File: config.mk
export PLATFORM = sky130hd
export DESIGN_NAME = serial_feeder
export DESIGN_NICKNAME = d
export VERILOG_FILES = /design/src/rtl/serial_feeder.sv
export SDC_FILE = /design/constraint.sdc
export NUM_CORES = 1
export LEC_CHECK = 0
export CORE_UTILIZATION = 50
export DETAILED_ROUTE_END_ITERATION = 8
export GPL_TIMING_DRIVEN = 0
export PLACE_DENSITY = 0.75
export SYNTH_ARGS = -nofsm -noshare
export SYNTH_HDL_FRONTEND = slang
export SYNTH_SLANG_ARGS = --single-unit
File: constraint.sdc
create_clock -name clk -period 3.4 [get_ports clk]
set_input_delay 1.02 -clock clk [delete_from_list [all_inputs] [get_ports clk]]
set_output_delay 1.02 -clock clk [all_outputs]
set_load 0.03 [all_outputs]
File: src/rtl/serial_feeder.sv
// ---------------------------------------------------------------------------
// serial_feeder
//   Parallel-to-serial front end for a bit-serial sequence detector.
//   WIDTH-bit words are accepted on a valid/ready handshake and shifted out
//   one bit per clock on ser_data. A one-word holding register lets the next
//   word wait while the current one shifts, so consecutive words leave with
//   no idle gap. Between words ser_data sits at IDLE_BIT.
//
// Ports
//   clk        in   1      rising-edge clock
//   rst        in   1      asynchronous, active-low reset
//   in_data    in   WIDTH  word to serialise (sampled only on accept)
//   in_valid   in   1      in_data valid
//   in_ready   out  1      holding register empty; accept = in_valid & in_ready
//   ser_data   out  1      serial bit (IDLE_BIT when ser_valid=0)
//   ser_valid  out  1      ser_data carries a payload bit
//   word_done  out  1      pulse coincident with the last bit of a word
//   busy       out  1      shifter or holding register occupied
// ---------------------------------------------------------------------------
module serial_feeder #(
  parameter int unsigned WIDTH     = 8,
  parameter bit          MSB_FIRST = 1'b1,
  parameter bit          IDLE_BIT  = 1'b0
) (
  input  logic             clk,
  input  logic             rst,
  input  logic [WIDTH-1:0] in_data,
  input  logic             in_valid,
  output logic             in_ready,
  output logic             ser_data,
  output logic             ser_valid,
  output logic             word_done,
  output logic             busy
);

  localparam int unsigned      CNT_W = $clog2(WIDTH);
  localparam logic [CNT_W-1:0] LAST  = CNT_W'(WIDTH - 1);

  typedef enum logic {
    S_IDLE  = 1'b0,
    S_SHIFT = 1'b1
  } state_t;

  state_t             state_q, state_d;
  logic [WIDTH-1:0]   sh_q, sh_d;
  logic [WIDTH-1:0]   hold_q, hold_d;
  logic               hold_full_q, hold_full_d;
  logic [CNT_W-1:0]   cnt_q, cnt_d;
  logic               ser_data_q, ser_data_d;
  logic               ser_valid_q, ser_valid_d;
  logic               word_done_q, word_done_d;
  logic               busy_q, busy_d;
  logic               accept;
  logic               last_bit;

  // Advance the shifter so the next bit to send sits at the output position.
  function automatic logic [WIDTH-1:0] shift_once(input logic [WIDTH-1:0] s);
    if (MSB_FIRST) begin
      return {s[WIDTH-2:0], 1'b0};
    end else begin
      return {1'b0, s[WIDTH-1:1]};
    end
  endfunction

  function automatic logic out_bit(input logic [WIDTH-1:0] s);
    if (MSB_FIRST) begin
      return s[WIDTH-1];
    end else begin
      return s[0];
    end
  endfunction

  // Ready depends only on registered state, never on in_valid.
  assign in_ready = rst & ~hold_full_q;
  assign accept   = in_valid & in_ready;
  assign last_bit = (cnt_q == LAST);

  always_comb begin
    state_d     = state_q;
    sh_d        = sh_q;
    hold_d      = hold_q;
    hold_full_d = hold_full_q;
    cnt_d       = cnt_q;

    case (state_q)
      S_IDLE: begin
        if (accept) begin
          sh_d    = in_data;
          cnt_d   = '0;
          state_d = S_SHIFT;
        end
      end
      S_SHIFT: begin
        sh_d  = shift_once(sh_q);
        cnt_d = cnt_q + CNT_W'(1);
        if (last_bit) begin
          cnt_d = '0;
          // A held word always wins; in_ready is low in that case so no
          // new word can arrive in the same cycle.
          if (hold_full_q) begin
            sh_d        = hold_q;
            hold_full_d = 1'b0;
          end else if (accept) begin
            sh_d = in_data;
          end else begin
            state_d = S_IDLE;
          end
        end else if (accept) begin
          hold_d      = in_data;
          hold_full_d = 1'b1;
        end
      end
      default: begin
        state_d = S_IDLE;
      end
    endcase

    // Outputs are precomputed from next state so they leave straight from flops.
    ser_valid_d = (state_d == S_SHIFT);
    ser_data_d  = ser_valid_d ? out_bit(sh_d) : IDLE_BIT;
    word_done_d = ser_valid_d && (cnt_d == LAST);
    busy_d      = ser_valid_d | hold_full_d;
  end

  always_ff @(posedge clk or negedge rst) begin
    if (!rst) begin
      state_q     <= S_IDLE;
      sh_q        <= '0;
      hold_q      <= '0;
      hold_full_q <= 1'b0;
      cnt_q       <= '0;
      ser_data_q  <= IDLE_BIT;
      ser_valid_q <= 1'b0;
      word_done_q <= 1'b0;
      busy_q      <= 1'b0;
    end else begin
      state_q     <= state_d;
      sh_q        <= sh_d;
      hold_q      <= hold_d;
      hold_full_q <= hold_full_d;
      cnt_q       <= cnt_d;
      ser_data_q  <= ser_data_d;
      ser_valid_q <= ser_valid_d;
      word_done_q <= word_done_d;
      busy_q      <= busy_d;
    end
  end

  assign ser_data  = ser_data_q;
  assign ser_valid = ser_valid_q;
  assign word_done = word_done_q;
  assign busy      = busy_q;

endmodule
==> run summary, run 1 <==
syn_area_per_cell: 12.9 um2
Crit Path Class: primary input to output port
Critical Path Source Type: primary input
final setup vio count: 0
end point of the critical path: in_ready
Reg2Reg Setup Slack: 1.46 ns
Root Driver: clkbuf_4
layout cells sized above 1: 17.8%
main flop type after synthesis: dfrtp_1
core box area: 0.00198 mm2
post-route insts no fill: 128
initial core utilization: 53.5%
Max-Cap Viols: 0
vias in the first global route: 715
Power, Total: 1070 uW
Worst Hold Class: flip-flop to flip-flop
commonest cells in the netlist: dfrtp_1, a32o_1, mux2_2, a221o_1, nand2_1
nets: 115
Vias/cell: 5.88
Global Route Usage Sum: 20.7%
PnR worst setup slack: 0.213 ns
cell taking the most area after synthesis: dfrtp_1
pin count of the biggest net entering global routing: 29
Placed Area: 0.00124 mm2
fillers: 162
Worst-path clk slew: 0.13 ns
post-synth top area share: 54.2%
DIE HEIGHT: 48.1 um
port buffer count: 15
DP Worst Slack: -0.866 ns
Slew @ Worst Pin: 0.489 ns
Leak Pwr: 0.000559 uW
slowest library cell on the worst path: clkdlybuf4s50_1
Yosys reg bits: 23
first-pass GRT wire length: 3190 um
CP Launch Point: rst
Layout area overhead: 19.9%
# rows: 16
Critical Path RT: 2.38 ns
Peak VDD IR: 436 uV
Bufs on Longest Clock Path: 2
Routed WL: 1840 um
antenna violations before repair: 0
Power Density: 844 mW/mm2
dpl cells: 124
Mapped Area: 0.00106 mm2
Highest Clock Rate: 0.314 GHz
RD Place Congestion: 0.770
n_diodes: 0
CTS buffer count: 3
outcome: finished, final reports clean
TritonCTS clock tree: done
Worst-Skew Late Latency: 0.32 ns
Final period util: 93.7%
crit path DAT: 2.17 ns
Slew Viols, Final: 0
Util after Layout: 64.2%
drt drc: 0
Distinct cells, synth: 31
Cell Chain, Critical Path: buf_4, nor2b_1, clkdlybuf4s50_1
Seq/Total Area, Yosys: 54.2%
Final Cell Area: 0.00127 mm2
Die Area: 0.00231 mm2
CP peak stage delay: 0.67 ns
CTS H-tree depth: 1
Iteration-0 DRC Markers: 12
most frequent cell after synthesis: dfrtp_1
vias: 753
WP buf/inv: 2
final hold violations: 0
Post-synth EDFFs: 0
Top Ports: 16
Gate Count Post-Synth: 82
total congestion overflow: 0
drt wl/cell: 14.4 um
clock skew: 0.0134 ns
syn nets: 95
Sink Count: 23
critical path depth in cells: 3
Synth area leaders: dfrtp_1, mux2_2, a32o_1
endpoint type of the worst setup path: output port
DP Wirelength: 1320 um
worst hold start: hold_q[7]
Reg2Reg Depth: 5
CTS Hold Buffers Added: 0
RSZ-0062 raised after global routing: false
origin of the critical flop-to-flop path: cnt_q[0]
Final ANT Viol Nets: 0
reg2reg end: hold_q[5]
delay-heaviest family, CP: buffers and inverters
asr flop ratio synth: 100%
Pre-antenna DRT Iters: 4
Relative slew margins: 67.4%
CP max FO: 28
Yosys warning total: 0
DIE WIDTH: 48.1 um
Final min period: 3.19 ns
==> where the power goes <==
group | leakage [uW] | internal (uW) | total (uW) | switching, uW
Combinational | 0.000263 | 244 | 484 | 240
Sequential | 0.000282 | 398 | 464 | 65.5
Clock | 0.0000139 | 44.9 | 126 | 81.1
Total | 0.000559 | 687 | 1070 | 387
==> layout by cell type (no fill, tap or decap), drive strengths merged, types with 2 or more instances in the layout <==
cell           Yosys  layout
a221o              5       5
o21ai              3       3
a22o               2       2
buf                2       3
nor2               2       2
dfrtp             23      23
inv                2       2
a32o               6       6
nand3b             3       3
ha                 2       2
mux2               8       8
clkdlybuf4s50      0      14
clkbuf             2       5
and3               2       2
nand2              5       5
a21oi              3       3
==> worst reg2reg max path: cells and delay by family (launching register included) <==
kind | cells | cell delay (ns)
flip-flops | 1 | 0.42
adder cells (fa/ha/maj) | 2 | 0.49
AND/OR/NAND/NOR | 2 | 0.55
multiplexers | 1 | 0.37
==> how the worst min path moves through the flow <==
| stage | cells past startpoint | to | slack [ns] |
|---|---|---|---|
| global placement | 1 | hold_q[7] | 0.46 |
| CTS | 1 | hold_q[7] | 0.50 |
| floorplan | 1 | hold_q[7] | 0.45 |
| detailed placement | 1 | hold_q[7] | 0.47 |
| finish | 1 | hold_q[7] | 0.49 |
| global route | 1 | hold_q[7] | 0.50 |
==> layout make-up <==
class	count	area [um2]	share of cell area (%)
Clock buffer	3	22.5	1.77
Inverter	2	7.51	0.590
Tap cell	27	33.8	2.65
Clock inverter	1	7.51	0.590
Sequential cell	23	576	45.2
Timing Repair Buffer	15	148	11.6
Buffer	4	26.3	2.06
Multi-Input combinational cell	53	452	35.5
==> repair_timing <==
| action | CTS | global route |
|---|---|---|
| setup endpoints to repair | 1 | 0 |
| resized for setup | 6 | 0 |
| setup buffers | 0 | 0 |
| hold endpoints to repair | 0 | 0 |
==> per-stage QoR <==
step | hold WS, ns | TNS (ns)
4_1_cts | 0.500 | 0
3_5_place_dp | 0.468 | -1.19
6_report | 0.494 | 0
3_3_place_gp | 0.462 | -1.19
5_1_grt | 0.503 | 0
2_1_floorplan | 0.448 | 0
==> cell families (layout without fill, tap and decap cells) <==
| logic type | count (synthesis) | after routing | synth area share [%] |
|---|---|---|---|
| compound gates | 23 | 23 | 17.9 |
| fa+ha+maj | 2 | 2 | 2.36 |
| buf+inv | 6 | 25 | 3.18 |
| flops | 23 | 23 | 54.2 |
| mux | 9 | 9 | 9.43 |
| simple gates | 19 | 19 | 12.9 |
==> state kept, by name, indices dropped and copies added (netlist names) <==
| register | cells |
|---|---|
| busy | 1 |
| cnt_q | 3 |
| hold_full_q | 1 |
| hold_q | 8 |
| ser_data | 1 |
| ser_valid | 1 |
| sh_q | 7 |
| word_done | 1 |
==> metal layers <==
| layer | vias to the layer above | share of wire (%) | GRT usage [%] |
|---|---|---|---|
| met5 | - | 0 | 0 |
| met1 | 371 | 47 | 27.3 |
| met3 | 4 | 5.8 | 7.17 |
| met4 | 0 | 1.1 | 6.67 |
| li1 | 356 | - | - |
| met2 | 22 | 46 | 31.9 |
No activity file was read; power rests on OpenSTA's default activity.
==> inputs of run 2 (changes only) <==
- CTS_BUF_LIST: unset -> sky130_fd_sc_hd__clkbuf_8
- DONT_BUFFER_PORTS: unset -> 1
- PLACE_DENSITY: 0.75 -> unset
==> run 2 against run 1 <==
Hold slack got worse by 0.046 ns. Final cell count shrank 12%. First-iteration DRC count increased by 58%. Clock-buffer cell count unchanged.
==> run summary, run 2 (synthesis gave the netlist of run 1 again) <==
delay-heaviest family, CP: simple AND/OR/NAND/NOR gates
Sink Count: 23 (unchanged)
nets: 100 (-13%)
pin count of the biggest net entering global routing: 29 (unchanged)
Relative slew margins: 61.4% (-6.0 points)
Worst-path clk slew: 0.08 ns (-0.05 ns)
Root Driver: clkbuf_8
final setup vio count: 0 (unchanged)
Placed Area: 0.00109 mm2 (-12%)
drt wl/cell: 16.7 um (+16%)
layout cells sized above 1: 18.6% (+0.78 points)
Crit Path Class: primary input to output port
CP peak stage delay: 0.47 ns (-0.20 ns)
Final period util: 74.0% (-20 points)
drt drc: 0 (unchanged)
setup TNS: 0 ns (unchanged)
Power, Total: 1050 uW (-2.3%)
Max-Cap Viols: 0 (unchanged)
antenna violations before repair: 0 (unchanged)
post-route insts no fill: 113 (-12%)
n_diodes: 0 (unchanged)
Final min period: 2.52 ns (-0.671 ns)
Pre-antenna DRT Iters: 4 (unchanged)
Util after Layout: 57.5% (-6.7 points)
CTS H-tree depth: 1 (unchanged)
CTS buffer count: 3 (unchanged)
max reg flops: 8 (unchanged)
Final Cell Area: 0.00114 mm2 (-10%)
Top Ports: 16 (unchanged)
RSZ-0062 raised after global routing: false
clock skew: 0.00349 ns (-0.00990 ns)
RD Place Congestion: 0.784 (+1.8%)
crit path DAT: 1.50 ns (-0.67 ns)
port buffer count: 0 (-15)
# rows: 16 (unchanged)
commonest cells after routing, fill and taps aside: dfrtp_1, a32o_1, mux2_2
Slew @ Worst Pin: 0.578 ns (+0.0895 ns)
CTS-repair resized insts: 0 (-6)
DIE WIDTH: 48.1 um (unchanged)
Die Area: 0.00231 mm2 (unchanged)
final hold violations: 0 (unchanged)
Vias/cell: 5.97 (+1.5%)
Final ANT Viol Nets: 0 (unchanged)
core box area: 0.00198 mm2 (unchanged)
Leak Pwr: 0.000513 uW (-8.3%)
largest reg by FF count: hold_q
CTS Hold Buffers Added: 0 (unchanged)
critical path depth in cells: 1 (-2)
Peak VDD IR: 474 uV (+8.9%)
Global Route Usage Sum: 18.7% (-1.9 points)
Reg2Reg Depth: 5 (unchanged)
commonest non-fill, non-tap cell in the layout: dfrtp_1
CP max FO: 28 (unchanged)
Critical Path RT: 2.38 ns (about the same)
Slew Viols, Final: 0 (unchanged)
biggest regs: hold_q (8), sh_q (7), cnt_q (3)
Worst Hold Class: primary input to asynchronous set/reset pin
Iteration-0 DRC Markers: 19 (+7)
Bufs on Longest Clock Path: 2 (unchanged)
initial core utilization: 53.5% (unchanged)
vias in the first global route: 611 (-15%)
Routed WL: 1890 um (+2.7%)
Layout area overhead: 7.43%
endpoint type of the worst setup path: output port
DP Wirelength: 1270 um (-3.2%)
outcome: finished, final reports clean
TritonCTS clock tree: done
slowest library cell on the worst path: nor2b_1
Post-CTS Setup Bufs: 0 (unchanged)
vias: 675 (-10%)
Cell Chain, Critical Path: nor2b_1
DIE HEIGHT: 48.1 um (unchanged)
Worst-Skew Late Latency: 0.26 ns (-0.06 ns)
Power Density: 921 mW/mm2 (+9.1%)
dpl cells: 109 (-12%)
Highest Clock Rate: 0.397 GHz (+27%)
Critical Path Source Type: primary input
first-pass GRT wire length: 2850 um (-11%)
total congestion overflow: 0 (unchanged)
WP buf/inv: 0 (-2)
==> run 2: cell types whose count changed in the layout (fill, tap and decap cells not counted) <==
cell	before	now
clkdlybuf4s50_1	14	0
clkbuf_4	3	0
clkbuf_8	0	3
buf_4	2	1
clkinvlp_4	1	0
inv_1	2	3
==> run 2: per-layer routing <==
layer | up-vias | part of all wire (%) | GRT usage, % | routed length [um]
li1 | 323 | - | - | -
met1 | 332 | 48 | 27.1 | 901
met2 | 18 | 47 | 26.5 | 885
met3 | 2 | 4.8 | 4.53 | 91
met4 | 0 | 0.69 | 8.33 | 13
met5 | - | 0 | 0 | 0
==> run 2: area by class of cell <==
cell class | instances | area (um2)
buffer | 4 | 26.3
clock buffer | 3 | 41.3
clock inverter | 1 | 3.75
fill | 158 | 842
inverter | 2 | 7.51
multi-input combinational | 53 | 452
sequential | 23 | 576
tap | 27 | 33.8
==> run 2: metrics by stage <==
stage / worst slack [ns] / hold slack (ns)
floorplan: 0.905 / 0.448
global placement: 0.888 / 0.465
detailed placement: 0.881 / 0.476
CTS: 0.881 / 0.440
global route: 0.869 / 0.432
finish: 0.883 / 0.448
==> run 2: worst register-to-register path: cells and delay by family, from the launching register on <==
family / cells / cell delay (ns)
and+or+nand+nor: 2 / 0.57
adders and majority gates: 2 / 0.50
muxes: 1 / 0.37
DFF: 1 / 0.41
==> run 2: power by group <==
group | internal, uW | switching (uW)
Clock | 80.4 | 80.9
Combinational | 196 | 187
Sequential | 399 | 107
==> run 2: path summary, 6_finish.rpt <==
check                             to  slack, ns  startpoint
min in group clk           hold_q[0]       0.49   hold_q[0]
max in group asynchronous   cnt_q[2]       2.88         rst
min reg2reg                hold_q[0]       0.49   hold_q[0]
max                         in_ready       0.88         rst
max reg2reg                hold_q[5]       1.45    cnt_q[0]
min                        hold_q[3]       0.45         rst
